$ cat src/rtl/fp_cmp_pkg.sv
// Shared types for the floating-point min/max tracker.
// Holds only the tracker state encoding; width-dependent items are module parameters.
package fp_cmp_pkg;

    typedef enum logic [0:0] {
        StAccum,
        StDone
    } state_e;

endpackage

$ cat src/rtl/fp_order_key.sv
// Maps a sign-exponent-magnitude sample onto an unsigned order key, so that
// an unsigned compare of two keys orders the samples numerically.
// Ports:
//   sample_i   W-bit sample {sign, exp[EXP_W], mag[MAG_W]}
//   key_o      (W+1)-bit unsigned order key
//   is_zero_o  sample has a zero magnitude (either sign, any exponent)
module fp_order_key #(
    parameter int unsigned EXP_W = 4,
    parameter int unsigned MAG_W = 8,
    localparam int unsigned W = 1 + EXP_W + MAG_W
) (
    input  logic [W-1:0] sample_i,
    output logic [W:0]   key_o,
    output logic         is_zero_o
);

    logic             sign;
    logic [EXP_W-1:0] exp_f;
    logic [MAG_W-1:0] mag;

    assign sign  = sample_i[W-1];
    assign exp_f = sample_i[MAG_W +: EXP_W];
    assign mag   = sample_i[MAG_W-1:0];

    // Negatives sit below zero (top bit 0, inverted so larger magnitude is smaller),
    // zero is exactly {1, 0...}, positives are offset by one above zero.
    always_comb begin
        is_zero_o = (mag == '0);
        if (is_zero_o) begin
            key_o = {1'b1, {W{1'b0}}};
        end else if (!sign) begin
            key_o = {2'b10, exp_f, mag} + (W + 1)'(1);
        end else begin
            key_o = {2'b00, ~exp_f, ~mag};
        end
    end

endmodule

$ cat src/rtl/fp_minmax_tracker.sv
// Streaming min/max tracker over frames of sign-exponent-magnitude samples.
// Accepts samples on in_valid/in_ready, tracks the running extremes and their
// indices, and presents one result record per frame on out_valid/out_ready.
// A frame closes on in_last or when MAX_LEN samples have been accepted.
// Ports:
//   clk, reset_n               clock, async active-low reset
//   in_valid/in_ready          sample handshake (in_ready is state decode)
//   in_data, in_last           sample encoding and end-of-frame marker
//   out_valid/out_ready        result handshake
//   out_max/out_min            frame extremes (encodings)
//   out_max_idx/out_min_idx    0-based positions of the extremes
//   out_len                    samples in the frame
//   out_trunc                  frame was closed by the length limit
module fp_minmax_tracker
    import fp_cmp_pkg::*;
#(
    parameter int unsigned EXP_W   = 4,
    parameter int unsigned MAG_W   = 8,
    parameter int unsigned MAX_LEN = 256,
    localparam int unsigned W      = 1 + EXP_W + MAG_W,
    localparam int unsigned IDX_W  = $clog2(MAX_LEN),
    localparam int unsigned LEN_W  = $clog2(MAX_LEN + 1)
) (
    input  logic             clk,
    input  logic             reset_n,
    input  logic             in_valid,
    output logic             in_ready,
    input  logic [W-1:0]     in_data,
    input  logic             in_last,
    output logic             out_valid,
    input  logic             out_ready,
    output logic [W-1:0]     out_max,
    output logic [W-1:0]     out_min,
    output logic [IDX_W-1:0] out_max_idx,
    output logic [IDX_W-1:0] out_min_idx,
    output logic [LEN_W-1:0] out_len,
    output logic             out_trunc
);

    state_e           state_q, state_d;
    logic [IDX_W-1:0] cnt_q, cnt_d;
    logic [W:0]       max_key_q, max_key_d, min_key_q, min_key_d;
    logic [W-1:0]     max_q, max_d, min_q, min_d;
    logic [IDX_W-1:0] max_idx_q, max_idx_d, min_idx_q, min_idx_d;
    logic [LEN_W-1:0] len_q, len_d;
    logic             trunc_q, trunc_d;
    logic             valid_q, valid_d;

    logic [W:0]       in_key;
    logic             in_is_zero;
    logic             at_limit;

    fp_order_key #(
        .EXP_W(EXP_W),
        .MAG_W(MAG_W)
    ) u_in_key (
        .sample_i (in_data),
        .key_o    (in_key),
        .is_zero_o(in_is_zero)
    );

    assign in_ready = (state_q == StAccum);
    assign at_limit = (cnt_q == IDX_W'(MAX_LEN - 1));

    always_comb begin
        state_d   = state_q;
        cnt_d     = cnt_q;
        max_key_d = max_key_q;
        min_key_d = min_key_q;
        max_d     = max_q;
        min_d     = min_q;
        max_idx_d = max_idx_q;
        min_idx_d = min_idx_q;
        len_d     = len_q;
        trunc_d   = trunc_q;
        valid_d   = valid_q;

        case (state_q)
            StAccum: begin
                if (in_valid) begin
                    // Strict compares keep the earliest index on ties.
                    if (cnt_q == '0 || in_key > max_key_q) begin
                        max_key_d = in_key;
                        max_d     = in_data;
                        max_idx_d = cnt_q;
                    end
                    if (cnt_q == '0 || in_key < min_key_q) begin
                        min_key_d = in_key;
                        min_d     = in_data;
                        min_idx_d = cnt_q;
                    end
                    if (in_last || at_limit) begin
                        cnt_d   = '0;
                        len_d   = LEN_W'(cnt_q) + LEN_W'(1);
                        trunc_d = at_limit && !in_last;
                        valid_d = 1'b1;
                        state_d = StDone;
                    end else begin
                        cnt_d = cnt_q + IDX_W'(1);
                    end
                end
            end
            StDone: begin
                if (out_ready) begin
                    valid_d = 1'b0;
                    state_d = StAccum;
                end
            end
            default: state_d = StAccum;
        endcase
    end

    always_ff @(posedge clk or negedge reset_n) begin
        if (!reset_n) begin
            state_q   <= StAccum;
            cnt_q     <= '0;
            max_key_q <= '0;
            min_key_q <= '0;
            max_q     <= '0;
            min_q     <= '0;
            max_idx_q <= '0;
            min_idx_q <= '0;
            len_q     <= '0;
            trunc_q   <= 1'b0;
            valid_q   <= 1'b0;
        end else begin
            state_q   <= state_d;
            cnt_q     <= cnt_d;
            max_key_q <= max_key_d;
            min_key_q <= min_key_d;
            max_q     <= max_d;
            min_q     <= min_d;
            max_idx_q <= max_idx_d;
            min_idx_q <= min_idx_d;
            len_q     <= len_d;
            trunc_q   <= trunc_d;
            valid_q   <= valid_d;
        end
    end

    assign out_valid   = valid_q;
    assign out_max     = max_q;
    assign out_min     = min_q;
    assign out_max_idx = max_idx_q;
    assign out_min_idx = min_idx_q;
    assign out_len     = len_q;
    assign out_trunc   = trunc_q;

    // All zeros must collapse to one key so +0 and -0 tie.
    ast_zero_key: assert property (@(posedge clk) disable iff (!reset_n)
        in_is_zero |-> (in_key == {1'b1, {W{1'b0}}}));

endmodule

$ cat config.mk
export PLATFORM = sky130hd
export DESIGN_NAME = fp_minmax_tracker
export DESIGN_NICKNAME = d
export VERILOG_FILES = /design/src/rtl/fp_cmp_pkg.sv /design/src/rtl/fp_order_key.sv /design/src/rtl/fp_minmax_tracker.sv
export SDC_FILE = /design/constraint.sdc
export NUM_CORES = 1
export LEC_CHECK = 0
export ABC_AREA = 1
export BUFFER_PORTS_ARGS = -buffer_cell sky130_fd_sc_hd__buf_2
export CORE_MARGIN = 8
export CORE_UTILIZATION = 35
export CTS_CLUSTER_DIAMETER = 200
export DETAILED_ROUTE_END_ITERATION = 10
export GPL_TIMING_DRIVEN = 1
export PLACE_DENSITY = 0.5
export SETUP_SLACK_MARGIN = 0.05
export SYNTH_ARGS = -nofsm -noshare
export SYNTH_HDL_FRONTEND = slang
export SYNTH_SLANG_ARGS = --single-unit
$ cat constraint.sdc
create_clock -name clk -period 2.3 [get_ports clk]
set_input_delay 0.115 -clock clk [delete_from_list [all_inputs] [get_ports clk]]
set_output_delay 0.115 -clock clk [all_outputs]
set_load 0.01 [all_outputs]
* Word-level counts from Yosys, hierarchy flattened
Cells that the tools add are included.
Storage, ports and cells: register bits after elaboration 90, input port bits 18, output and inout bits 54
Cells by class: reduce and logical (&&, ||, !) cells 12, order comparisons 2, bitwise operators 3, $add $sub $neg 3, mux-type cells 11, eq/ne operators 4
Operators with widths (count):
- $mux 14 | 2
- $logic_not 8->1 | 2
- $add 14x1->14 const B | 1
- $gt 14x14->1 | 1
- $lt 14x14->1 | 1
- $reduce_and 3->1 | 4
- $add 8x1->9 const B | 1
- $add 8x1->8 const B | 1
- $eq 8x8->1 const B | 1
- $mux 8 | 1
- $not 8->8 | 1
- $mux 1 | 6
- $ne 2x2->1 const B | 2
- $not 4->4 | 1
- $pmux 1 s2 | 2
- $logic_or 1x1->1 | 3
- $ne 2x1->1 const B | 1
- $reduce_and 2->1 | 1
- $logic_and 1x1->1 | 1
- $logic_not 1->1 | 1
- $not 1->1 | 1

* Longest topological paths before layout
word-level depth 6, mapped depth 20

* Hierarchy
From an unflattened synthesis, not the netlist that was laid out.
Unflattened totals: cells, all modules 602, area total of the unflattened synthesis 4926.0 um2
By module, submodules not included:
- fp_minmax_tracker | instances 1, cells each 524, area each 4478.0 um2, sequential area each 2252.2 um2
- fp_order_key | instances 1, cells each 78, area each 447.9 um2, sequential area each 0.0 um2

* Least setup slack after synthesis
Ideal clock, no wire load.
path kind input -> register, start point in in_data[0], end point reg max_q[0] (netlist: out_max[0]), data arrival time 2.468 ns, stages on the path 19, library setup time 0.130 ns, slack -0.299 ns, path buffers 1, cell sequence inv_1 > ha_1 > nand2_2 > nor2_4 > nand2_4 > inv_1 > a211oi_1 > ha_1 > inv_1 > nor2_1 > o21ai_0 > inv_1 > o21ai_0 > nand2_1 > nand2_1 > nand2_1 > nand2_2 > buf_1 > o21ai_1
Between the ends: longest elaborated chain between the ends 6, elaborated cells on any way between the ends 8, classes of those cells 1 x add/sub; 1 x order compare; 2 x mux; 1 x bitwise; 3 x reduce/logical
Ends and longest elaborated chain:
- from (decl) | line fp_minmax_tracker.sv:28 | input logic [W-1:0] in_data,
- $add 14x1->14 | line fp_order_key.sv:32 | key_o = {2'b10, exp_f, mag} + (W + 1)'(1);
- $mux 14 | line fp_order_key.sv:31 | end else if (!sign) begin
- $mux 14 (*) | line fp_order_key.sv:29 | if (is_zero_o) begin
- named net in_key[1] | line fp_minmax_tracker.sv:49 | logic [W:0] in_key;
- $gt 14x14->1 (*) | line fp_minmax_tracker.sv:82 | if (cnt_q == '0 || in_key > max_key_q) begin
- $logic_or 1x1->1 (*) | line fp_minmax_tracker.sv:82
- $reduce_and 3->1 (no line) (*)
- to (signal assigned) | line fp_minmax_tracker.sv:131 | max_q <= max_d;
- to (decl) | line fp_minmax_tracker.sv:43 | logic [W-1:0] max_q, max_d, min_q, min_d;
The timed path passes the listed nets; every way through them passes the cells marked *. A chain may end at the register's enable or synchronous reset.

* Worst setup path after layout
start point in in_data[1], end point reg max_q[2] (netlist: out_max[2])
Same word-level chain as after synthesis.

==> results.json <==
{
  "status": "finished, violations left",
  "violations": "setup timing",
  "maxSlewHeadroom": 0.654,
  "synth_fp_nets": 615,
  "yosysMostFrequentCell": "nand2_1",
  "r2r_cells": 12,
  "avgRoutedWirePerCell_um": 15.2,
  "firstDrtPassIters": 4,
  "core-area_um2": 13100,
  "die_h_um": 131,
  "timing.fmax_ghz": 0.426,
  "hold_start": "in_data[1]",
  "finalInstanceArea_um2": 6580,
  "worstSetupEndpointType": "flip-flop",
  "ys_async_sr_fraction": 1.00,
  "rr_endpoint": "out_max[2]",
  "critical_path_class": "primary input to flip-flop",
  "synth_flop_cell": "dfrtp_1",
  "yosysTopAreaCell": "dfrtp_1",
  "synth_top_area_frac": 0.485,
  "hpwl_mm": 9.11,
  "synthTopCellsByArea": "dfrtp_1 48%, nand2_1 15%, ha_1 8.4%",
  "leakagePower_nw": 3.48,
  "final_hold_viol_count": 0,
  "startpoint_type": "primary input",
  "cp_max_fo": 7,
  "place_area_um2": 5680,
  "max_slew.worst_pin.slew_ns": 0.519,
  "num-nets-final": 752,
  "drt-initial-drc-count": 186,
  "rows": 42,
  "final_util": 0.503,
  "drt_wl_total_mm": 13.5,
  "critPathArrivalTime_ns": 2.59,
  "hold_depth": 3,
  "synth_area_per_cell_um2": 8.21,
  "grt_antenna_before_repair": 0,
  "dr_total_vias": 4248,
  "place_congestion": 0.810,
  "cts_buffer_depth": 2,
  "path_clk_slew_ns": 0.07,
  "areaGrowthSynthToFinish_pct": 41.7,
  "period_share": 1.02,
  "hp-class": "primary input to flip-flop",
  "cts_tree": "yes",
  "cts_inserted_buffers": 9,
  "worst_slack_ns": -0.0496,
  "track_usage": 0.149,
  "power-per-cell-area_nw_per_um2": 1070,
  "final-setup-viol-count": 29,
  "via_per_inst": 4.81,
  "worst_r2r_startpoint": "max_key_q[13]",
  "die-area_um2": 17200,
  "worst-r2r-setup-slack_ns": 0.28,
  "syn-instance-count": 566,
  "drc": 0,
  "fin_skew_ns": 0.00747,
  "numPortBuffers": 71,
  "antenna_cells": 0,
  "root_buffer": "clkbuf_16",
  "grt_pass1_wl_mm": 21.2,
  "ir_drop_mv": 0.450,
  "finalMaxSlewViolations": 0,
  "grt_overflow_total": 0,
  "ys_types": 31,
  "drv_cap": 0,
  "synth_seq_cells": 90,
  "synth_edf_count": 0,
  "first_global_vias": 4242,
  "worstSkewPairLatency_ns": 0.35,
  "clock-sinks": 90,
  "synth_area_um2": 4640,
  "drive_gt1_frac": 0.356,
  "htreeDepth": 3,
  "yosys_warnings": 0,
  "drt.antenna.violating_nets": 0,
  "grt_max_degree": 52,
  "ios": 72,
  "die_x_um": 131,
  "synthTopCellsByCount": "181 x nand2_1, 90 x dfrtp_1, 56 x inv_1, 56 x nand3_1, 34 x o21ai_0",
  "critPathLaunch": "in_data[1]",
  "initial_utilization": 0.355,
  "rsz0062_at_grt": "true",
  "min_to": "out_min[1]",
  "required_ns": 2.54,
  "fin_tns_setup_ns": -0.722,
  "yosysSeqAreaShare": 0.485,
  "min_period_ns": 2.35
}
[critical path: stages]
cell and delay (ns):
buf_12 0.12, clkinv_8 0.04, ha_4 0.13, nand4_1 0.10, nor4_2 0.29, inv_1 0.11
o21ai_1 0.08, a21oi_1 0.05, buf_4 0.15, ha_4 0.26, nand4_1 0.15, nor2_2 0.20
o21ai_1 0.08, nand2_1 0.07, nand2_2 0.07, nand2_4 0.13, nand2_8 0.11, clkbuf_16 0.21
nand2_2 0.05, o21ai_1 0.05
[cell families after synthesis]
group,count (synthesis),share of synthesized area
flops,90,0.485
xor+xnor,6,0.0113
fa+ha+maj,31,0.0835
compound gates,74,0.0832
simple gates,282,0.262
buf+inv,83,0.0752
[metrics by stage]
stage | setup slack, ns | hold WS, ns | power [mW] | cells
finish | -0.0496 | 0.0415 | 7.04 | 884
global route | -0.258 | 0.0418 | 7.56 | 884
CTS | 0.0493 | 0.0506 | 6.64 | 874
detailed placement | -0.543 | 0.131 | 4.92 | 855
global placement | -0.535 | 0.128 | 4.87 | 855
floorplan | 0.0605 | -0.181 | 3.88 | 566
[layout make-up]
type	instances	area, um2
clock buffers	9	225
clock inverters	7	100
fillers	1263	6500
inverters	63	258
multi-input cells	394	2390
flip-flops and latches	90	2250
well taps	176	220
repair buffers	145	1140
[power breakdown]
part	switching (mW)	total, mW	leakage [nW]	internal (mW)
clock network	0.666	1.63	0.160	0.962
logic	1.66	2.95	2.16	1.28
registers	0.348	2.46	1.16	2.11
total	2.68	7.04	3.48	4.36
[metal layers]
| layer | wire length [um] | up-vias | global-route usage | share of wire |
|---|---|---|---|---|
| met5 | 0 | - | 0 | 0 |
| met3 | 462 | 16 | 0.0347 | 0.034 |
| li1 | - | 2114 | - | - |
| met1 | 6170 | 2055 | 0.187 | 0.46 |
| met4 | 205 | 0 | 0.0510 | 0.015 |
| met2 | 6640 | 63 | 0.247 | 0.49 |
[worst max path at each step]
stage / endpoint / slack [ns] / cells after the start
after global placement: out_min[10] / -0.53 / 17
after global routing: out_max[2] / -0.26 / 20
after detailed placement: out_min[8] / -0.54 / 17
after CTS: out_max_idx[7] / 0.05 / 21
final: out_max[2] / -0.05 / 20
after floorplan: out_max[12] / 0.06 / 19
[placed cells by master, fill, tap and decap left out, drive strengths merged]
cell type / count
nand4: 7
a31oi: 1
a211oi: 2
buf: 138
clkinv: 4
dfrtp: 90
bufinv: 2
nor3: 4
nand2: 188
inv: 63
ha: 31
nor4: 3
clkinvlp: 1
a21oi: 20
nand3b: 1
dlygate4sd3: 3
nor2: 24
o22ai: 4
o21ai: 45
o31ai: 1
nand3: 56
clkbuf: 13
xor2: 6
a22oi: 1
[registers in the layout, indices dropped and copies added, names as in the netlist, 8 cells and up]
signal       flops
out_min         13
out_max         13
max_key_q       14
out_len          9
cnt_q            8
out_min_idx      8
out_max_idx      8
min_key_q       14
[repair_timing]
| item | in CTS | in global routing |
|---|---|---|
| hold endpoints to repair | 41 | 0 |
| gates cloned | 0 | 7 |
| buffers inserted | 0 | 3 |
| endpoints found under the setup margin | 70 | 76 |
| hold buffers | 3 | 0 |
| pin swaps | 6 | 14 |
| gates resized for setup | 24 | 98 |
Note: power is estimated with default switching activity, not from simulation.
